--- config.mk ---
export PLATFORM = sky130hd
export DESIGN_NAME = jzjpcc_execute_muldiv
export DESIGN_NICKNAME = d
export VERILOG_FILES = /design/src/rtl/jzjpcc_execute_muldiv.sv
export SDC_FILE = /design/constraint.sdc
export NUM_CORES = 2
export LEC_CHECK = 0
export CAP_MARGIN = 20
export CORE_MARGIN = 1.5
export CORE_UTILIZATION = 64
export CTS_CLUSTER_SIZE = 30
export DETAILED_ROUTE_END_ITERATION = 8
export GPL_TIMING_DRIVEN = 0
export PLACE_DENSITY = 0.84
export SETUP_SLACK_MARGIN = 0.4
export SLEW_MARGIN = 20
export SYNTH_ARGS = -nofsm -noshare
export SYNTH_HDL_FRONTEND = slang
export SYNTH_SLANG_ARGS = --single-unit
--- constraint.sdc ---
create_clock -name clock -period 12.06 [get_ports clock]
set_input_delay 2.412 -clock clock [delete_from_list [all_inputs] [get_ports clock]]
set_output_delay 2.412 -clock clock [all_outputs]
set_load 0.005 [all_outputs]
--- src/rtl/jzjpcc_execute_muldiv.sv ---
// Execute-stage M-extension unit: ALU pass-through, single-cycle multiply, radix-2 restoring divide.
// Define JZJPCC_DIVIDER_EN to build the divider; without it DIV/DIVU/REM/REMU return 0 on the multiply timing.
//
// state | meaning
// IDLE  | accept ALU ops directly, launch M ops
// DIV   | one restoring division step per cycle, counter counts down to 0
// DONE  | M result ready, memory-stage registers capture it
module jzjpcc_execute_muldiv #(
  parameter int PC_MAX_B = 31,
  parameter int XLEN     = 32
) (
  input  logic                clock,
  input  logic                reset,
  input  logic                flush_execute,
  input  logic                valid_execute,
  input  logic [XLEN-1:0]     operandA_execute,
  input  logic [XLEN-1:0]     operandB_execute,
  input  logic [XLEN-1:0]     aluResult_execute,
  input  logic [PC_MAX_B:2]   currentPC_execute,
  input  logic                mdEnable_execute,
  input  logic [2:0]          mdOperation_execute,
  input  logic [4:0]          rdAddr_execute,
  input  logic                rdWriteEnable_execute,
  output logic                stall_execute,
  output logic                valid_memory,
  output logic [XLEN-1:0]     result_memory,
  output logic [PC_MAX_B:2]   currentPC_memory,
  output logic [4:0]          rdAddr_memory,
  output logic                rdWriteEnable_memory
);

  typedef enum logic [1:0] {IDLE, DIV, DONE} state_t;

  state_t          state, state_next;
  logic            start_md;
  logic            is_div_op;
  logic [XLEN-1:0] md_result;

  assign is_div_op = mdOperation_execute[2];
  assign start_md  = (state == IDLE) & valid_execute & mdEnable_execute & ~flush_execute & ~reset;

  // Sign-extending both operands to 2*XLEN lets one unsigned multiplier serve all signedness combinations.
  logic            mul_a_signed, mul_b_signed;
  logic [2*XLEN-1:0] mul_a_wide, mul_b_wide, mul_product;
  logic [XLEN-1:0] mul_result;

  assign mul_a_signed = (mdOperation_execute[1:0] != 2'b11);
  assign mul_b_signed = ~mdOperation_execute[1];
  assign mul_a_wide   = {{XLEN{mul_a_signed & operandA_execute[XLEN-1]}}, operandA_execute};
  assign mul_b_wide   = {{XLEN{mul_b_signed & operandB_execute[XLEN-1]}}, operandB_execute};
  assign mul_product  = mul_a_wide * mul_b_wide;
  assign mul_result   = (mdOperation_execute[1:0] == 2'b00) ? mul_product[XLEN-1:0]
                                                            : mul_product[2*XLEN-1:XLEN];

`ifdef JZJPCC_DIVIDER_EN
  localparam int CNT_W = $clog2(XLEN);

  logic [CNT_W-1:0] div_count;
  logic [XLEN-1:0]  div_quo, div_rem, div_dsr;
  logic             div_signed, a_neg, b_neg, div_by_zero, div_ovf;
  logic [XLEN-1:0]  a_mag, b_mag;
  logic [XLEN:0]    div_shift, div_diff;
  logic [XLEN-1:0]  quo_step, rem_step, quo_final, rem_final;
  logic [XLEN-1:0]  div_result, div_special;

  assign div_signed  = ~mdOperation_execute[0];
  assign a_neg       = div_signed & operandA_execute[XLEN-1];
  assign b_neg       = div_signed & operandB_execute[XLEN-1];
  assign a_mag       = a_neg ? -operandA_execute : operandA_execute;
  assign b_mag       = b_neg ? -operandB_execute : operandB_execute;
  assign div_by_zero = (operandB_execute == '0);
  assign div_ovf     = div_signed & (operandA_execute == {1'b1, {(XLEN-1){1'b0}}})
                       & (&operandB_execute);

  // Operands are held stable while stalled, so sign fix-up can use the live inputs.
  assign div_shift  = {div_rem, div_quo[XLEN-1]};
  assign div_diff   = div_shift - {1'b0, div_dsr};
  assign quo_step   = {div_quo[XLEN-2:0], ~div_diff[XLEN]};
  assign rem_step   = div_diff[XLEN] ? div_shift[XLEN-1:0] : div_diff[XLEN-1:0];
  assign quo_final  = (a_neg ^ b_neg) ? -quo_step : quo_step;
  assign rem_final  = a_neg ? -rem_step : rem_step;
  assign div_result = mdOperation_execute[1] ? rem_final : quo_final;

  always_comb begin
    div_special = '0;
    if (div_by_zero) div_special = mdOperation_execute[1] ? operandA_execute : '1;
    else             div_special = mdOperation_execute[1] ? '0 : operandA_execute;
  end
`endif

  always_comb begin
    state_next    = state;
    stall_execute = 1'b0;
    case (state)
      IDLE: begin
        if (start_md) begin
          stall_execute = 1'b1;
`ifdef JZJPCC_DIVIDER_EN
          if (is_div_op & ~div_by_zero & ~div_ovf) state_next = DIV;
          else                                     state_next = DONE;
`else
          state_next = DONE;
`endif
        end
      end
`ifdef JZJPCC_DIVIDER_EN
      DIV: begin
        stall_execute = 1'b1;
        if (div_count == '0) state_next = DONE;
      end
`endif
      DONE:    state_next = IDLE;
      default: state_next = IDLE;
    endcase
    if (flush_execute) state_next = IDLE;
  end

  always_ff @(posedge clock) begin
    if (reset) state <= IDLE;
    else       state <= state_next;
  end

  always_ff @(posedge clock) begin
    if (reset) begin
      md_result <= '0;
`ifdef JZJPCC_DIVIDER_EN
      div_count <= '0;
      div_quo   <= '0;
      div_rem   <= '0;
      div_dsr   <= '0;
`endif
    end else begin
      case (state)
        IDLE: begin
          if (start_md) begin
`ifdef JZJPCC_DIVIDER_EN
            if (!is_div_op) begin
              md_result <= mul_result;
            end else if (div_by_zero | div_ovf) begin
              md_result <= div_special;
            end else begin
              div_quo   <= a_mag;
              div_rem   <= '0;
              div_dsr   <= b_mag;
              div_count <= CNT_W'(XLEN - 1);
            end
`else
            md_result <= is_div_op ? '0 : mul_result;
`endif
          end
        end
`ifdef JZJPCC_DIVIDER_EN
        DIV: begin
          div_quo   <= quo_step;
          div_rem   <= rem_step;
          div_count <= div_count - CNT_W'(1);
          if (div_count == '0) md_result <= div_result;
        end
`endif
        default: ;
      endcase
    end
  end

  // Memory-stage register: flush beats completion, stall cycles leave a bubble.
  always_ff @(posedge clock) begin
    if (reset) begin
      valid_memory         <= 1'b0;
      result_memory        <= '0;
      currentPC_memory     <= '0;
      rdAddr_memory        <= '0;
      rdWriteEnable_memory <= 1'b0;
    end else if (flush_execute) begin
      valid_memory <= 1'b0;
    end else begin
      case (state)
        IDLE: begin
          if (valid_execute & ~mdEnable_execute) begin
            valid_memory         <= 1'b1;
            result_memory        <= aluResult_execute;
            currentPC_memory     <= currentPC_execute;
            rdAddr_memory        <= rdAddr_execute;
            rdWriteEnable_memory <= rdWriteEnable_execute;
          end else begin
            valid_memory <= 1'b0;
          end
        end
        DONE: begin
          valid_memory         <= 1'b1;
          result_memory        <= md_result;
          currentPC_memory     <= currentPC_execute;
          rdAddr_memory        <= rdAddr_execute;
          rdWriteEnable_memory <= rdWriteEnable_execute;
        end
        default: valid_memory <= 1'b0;
      endcase
    end
  end

endmodule

; After elaboration in Yosys (flattened, before gate mapping)
; Cells that the tools add are included.
[op_classes]
n_mul = 1
eq_ne = 2
muxes = 14
bitwise_logic = 12
n_reduce_logical = 7
[op_table]
columns = cell, count
row1 = 2-to-1 mux 32 bit, 3
row2 = multiplier 33 x 33 -> 64 bit, 1
row3 = one-hot mux 32 bit (2 select lines), 1
row4 = one-hot mux 30 bit (2 select lines), 1
row5 = 2-to-1 mux 30 bit, 1
row6 = one-hot mux 5 bit (2 select lines), 1
row7 = bitwise AND 1 bit, 7
row8 = 2-to-1 mux 5 bit, 1
row9 = inverter 1 bit, 5
row10 = logical NOT 2 bit, 2
row11 = 2-to-1 mux 1 bit, 4
row12 = one-hot mux 1 bit (2 select lines), 2
row13 = AND reduction 3 bit, 1
row14 = OR reduction 3 bit, 1
row15 = != test 2 x 1 -> 1 bit (second input constant), 1
row16 = != test 2 bit (second input constant), 1
row17 = AND reduction 2 bit, 1
row18 = nonzero test 2 bit, 1
row19 = OR reduction 2 bit, 1
[word_totals]
reg_bits = 102
in_bits = 140

; Longest topological paths before layout
[depth]
word_depth = 7
ltp_mapped = 30
mapped_depth_nobuf = 28

; Worst setup path before layout
; Ideal clock, no wire load.
[synth_path]
path_type = in2reg
start = input port operandA_execute[31]
end = register md_result[27]
arrival_time_ns = 10.319
required_time_ns = 11.925
slack_ns = 1.606
cell_stages = 27
path_cell_list = a21boi_0 -> clkbuf_1 -> clkbuf_1 -> nand2_1 -> fa_1 -> fa_1 -> inv_1 -> fa_1 -> inv_1 -> fa_1 -> inv_1 -> fa_1 -> fa_1 -> fa_1 -> inv_1 -> fa_1 -> inv_1 -> ha_1 -> a21o_1 -> a31o_2 -> a21o_1 -> a21o_1 -> a221o_1 -> a41o_1 -> a21boi_1 -> xor2_1 -> o22ai_1
[synth_via]
elab_chain_cells = 4
[synth_lines]
columns = item, line
row1 = start: declaration, 16  ; input logic [XLEN-1:0] operandA_execute,
row2 = bitwise AND 1 bit, 49  ; assign mul_a_wide = {{XLEN{mul_a_signed & operandA_execute[XLEN-1]}}, operandA_execute};
row3 = multiplier 33 x 33 -> 64 bit (*), 51  ; assign mul_product = mul_a_wide * mul_b_wide;
row4 = 2-to-1 mux 32 bit (*), 52  ; assign mul_result = (mdOperation_execute[1:0] == 2'b00) ? mul_product[XLEN-1:0]
row5 = 2-to-1 mux 32 bit (*), 148  ; md_result <= is_div_op ? '0 : mul_result;
row6 = end signal: assignment, 148
row7 = end: declaration, 37  ; logic [XLEN-1:0] md_result;
; Mark *: on every way between the ends. The rest lies on a longest branch, timed or not.
; A chain may end at the register's enable or synchronous reset.

; Worst setup path in the final report
[layout_path]
start = input port operandB_execute[5]
end = register md_result[17]
[layout_via]
elab_chain_cells = 3
[layout_lines]
columns = item, line
row1 = start: declaration, 17  ; input logic [XLEN-1:0] operandB_execute,
row2 = multiplier 33 x 33 -> 64 bit, 51
row3 = 2-to-1 mux 32 bit, 52
row4 = 2-to-1 mux 32 bit, 148
; Every way passes these cells.

==> results_dict.tcl <==
set metrics [dict create \
    postRouteAntennaNets 0 \
    overflow 0 \
    setup_tns_ps 0 \
    slew_violations 0 \
    rsz0062_at_grt "true" \
    slowest_delay_ps 1020 \
    maxCapViolations 0 \
    place_area_um2 45000 \
    grt_usage 0.486 \
    die_h_um 259 \
    drt_iter0_drc 4092 \
    grt_max_degree 25 \
    cts_hold_buf 0 \
    fp-row-count 93 \
    antenna_found_initial 15 \
    synth_warnings 0 \
    via_per_inst 6.04 \
    maxSlewHeadroom 0.162 \
    syn_to_final_growth_pct 8.67 \
    dr.pass1.iters 8 \
    ctsHtreeMaxLevel 3 \
    cp_max_fo 10 \
    grt_pass1_wl_mm 230 \
    finalClockSkew_ps 8.24 \
    syn_inst 4614 \
    dieArea_um2 66900 \
    tightestPinTransition_ps 1260 \
    hold_viol 0 \
    clockRootBuffer "clkbuf_16" \
    critical_path_class "in2reg" \
    wire_per_inst_um 27.3 \
    via_count 34500 \
    end_kind "register" \
    syn_avg_cell_area_um2 9.06 \
    min_path_type "reg2reg" \
    fin_crit_sh 0.962 \
    max_freq_mhz 86.2 \
    die_w_um 259 \
    seq_area_frac_synth 0.0488 \
    start_util 0.649 \
    synthArstFlopShare 0 \
    drive_gt1_frac 0.0190 \
    cts_buffer_depth 2 \
    critPathSlowestCell "clkdlybuf4s50_1" \
    setup_viol 0 \
    yosysUniqueCellTypes 66 \
    synth_edf_count 0 \
    ios 210 \
    cts_tree "done" \
    cp.required_ps 12280 \
    syn-cell-area_um2 41800 \
    status "finished, final reports clean" \
    grt_pass1_vias 37000 \
    io_buffers 207 \
    ys_ff_latch 102 \
    pre_cts_slack_ps -493 \
    cts.sinks 102 \
    insertion_delay_ps 350 \
    fin_ws_ps 463 \
    nets 6314 \
    cts_buffers 9 \
    final_cell_area_um2 45400 \
    critPathLaunchType "input pin" \
    drc 0 \
    crit_arrival_ps 11820 \
    synth_top_flop_cell "dfxtp_1" \
    syn-num-nets 6091 \
    hpwl_mm 131 \
    place.gp.congestion 1.14 \
    totalWireLength_mm 156 \
    clk_pin_slew_worst_paths_ps 70 \
    coreArea_um2 64500 \
    hold_ws_ps 455 \
    fin_crit_ps 11600 \
    crit_path_frequent_cell "fa_1" \
]
-- flip-flops by register name (all words and copies together), names as in the netlist --
signal,count
state,1
currentPC_memory,30
rdWriteEnable_memory,1
md_result,32
result_memory,32
valid_memory,1
rdAddr_memory,5
-- cell usage after synthesis (all sizes together) (8+ instances only) --
master	count	share of area
ha	212	0.063
inv	1123	0.10
a21o	37	0.0066
xnor2	58	0.012
nor2b	9	0.0013
nand3	8	0.00096
buf	10	0.0012
fa	1125	0.54
a211oi	35	0.0063
a31oi	13	0.0021
o21bai	14	0.0025
a222oi	10	0.0024
clkbuf	244	0.022
and2	363	0.054
nand2	818	0.073
o21ai	40	0.0051
a22oi	15	0.0027
o22ai	8	0.0012
xor2	16	0.0034
nor2	106	0.0095
nand4	15	0.0024
mux2i	35	0.0084
dfxtp	102	0.049
or2	10	0.0015
a21oi	107	0.013
-- cell usage in the layout (no fill, tap or decap), types with 4 or more instances in the layout --
master              n
nor2b_1             9
o22ai_1             8
and2_1            363
diode_2            18
ha_1              212
nor3_1              5
a31oi_1            11
and3_1              6
mux2i_1            35
or2_2              10
fa_1             1122
inv_1            1121
a222oi_1           10
nand2_1           818
dfxtp_1           102
o21ai_0            37
a211oi_1           34
a22oi_1            15
clkdlybuf4s50_1   207
nor2_1            106
nand4_1            14
nand2b_1            6
xor2_1             16
clkbuf_1          213
buf_2               6
a21o_1             37
buf_1               4
clkbuf_16           9
a21oi_1           104
xnor2_1            58
buf_4               5
clkbuf_2           26
nand3_1             8
o21a_1              6
o21bai_1           14
-- final cells by class --
type / count / area, µm²
multi-input cells: 3135 / 34600
fillers: 5094 / 19000
inverters: 1123 / 4220
repair buffers: 212 / 2110
flip-flops and latches: 102 / 2040
well taps: 855 / 1070
plain buffers: 254 / 1020
clock buffers: 9 / 225
clock inverters: 6 / 86.3
diodes: 18 / 45.0
-- cells by family (layout without fill, tap and decap cells) --
logic type,after synthesis,after routing,share of synthesized area
buffers and inverters,1377,1604,0.124
XOR/XNOR,74,74,0.0155
multiplexers,35,35,0.00838
AO/OA/AOI/OAI,329,329,0.0529
adder cells (fa/ha/maj),1337,1337,0.602
AND/OR/NAND/NOR,1360,1360,0.148
other,0,18,0
flip-flops,102,102,0.0488
-- worst max-delay path: cells and delay by family --
family / cells / cell delay [ps]
and+or+nand+nor: 3 / 310
buffers and inverters: 7 / 1950
xor gates and xnor gates: 1 / 250
adders and majority gates: 9 / 4690
AOI/OAI and AO/OA: 7 / 2170
-- metrics by stage --
step | cells | utilization
5_1_grt | 5702 | 0.704
4_1_cts | 5694 | 0.703
3_5_place_dp | 5677 | 0.698
6_report | 5714 | 0.705
3_3_place_gp | 5676 | 0.697
2_1_floorplan | 4614 | -
-- layer usage --
metal	GRT usage	routed length [µm]	vias to the layer above
met5	0	58	-
met4	0.394	17300	8
li1	-	-	13800
met1	0.570	50200	17200
met2	0.710	65300	2641
met3	0.191	23300	856
-- worst paths after layout --
kind | from | endpoint | depth (start not counted) | slack, ps
max | operandB_execute[5] | md_result[17] | 27 | 460
min | currentPC_memory[6] | currentPC_memory[6] | 2 | 450
max reg2reg | state[1] | md_result[26] | 7 | 9330
min reg2reg | currentPC_memory[6] | currentPC_memory[6] | 2 | 450
-- repair_timing --
item,in CTS,in global routing
resized for setup,7,67
endpoints found under the hold margin,0,0
endpoints found under the setup margin,12,16
buffers inserted,2,1
pin swaps,0,1
Power is not shown: default switching activity piles up to over one toggle a cycle in this logic, so the estimate is an artifact.
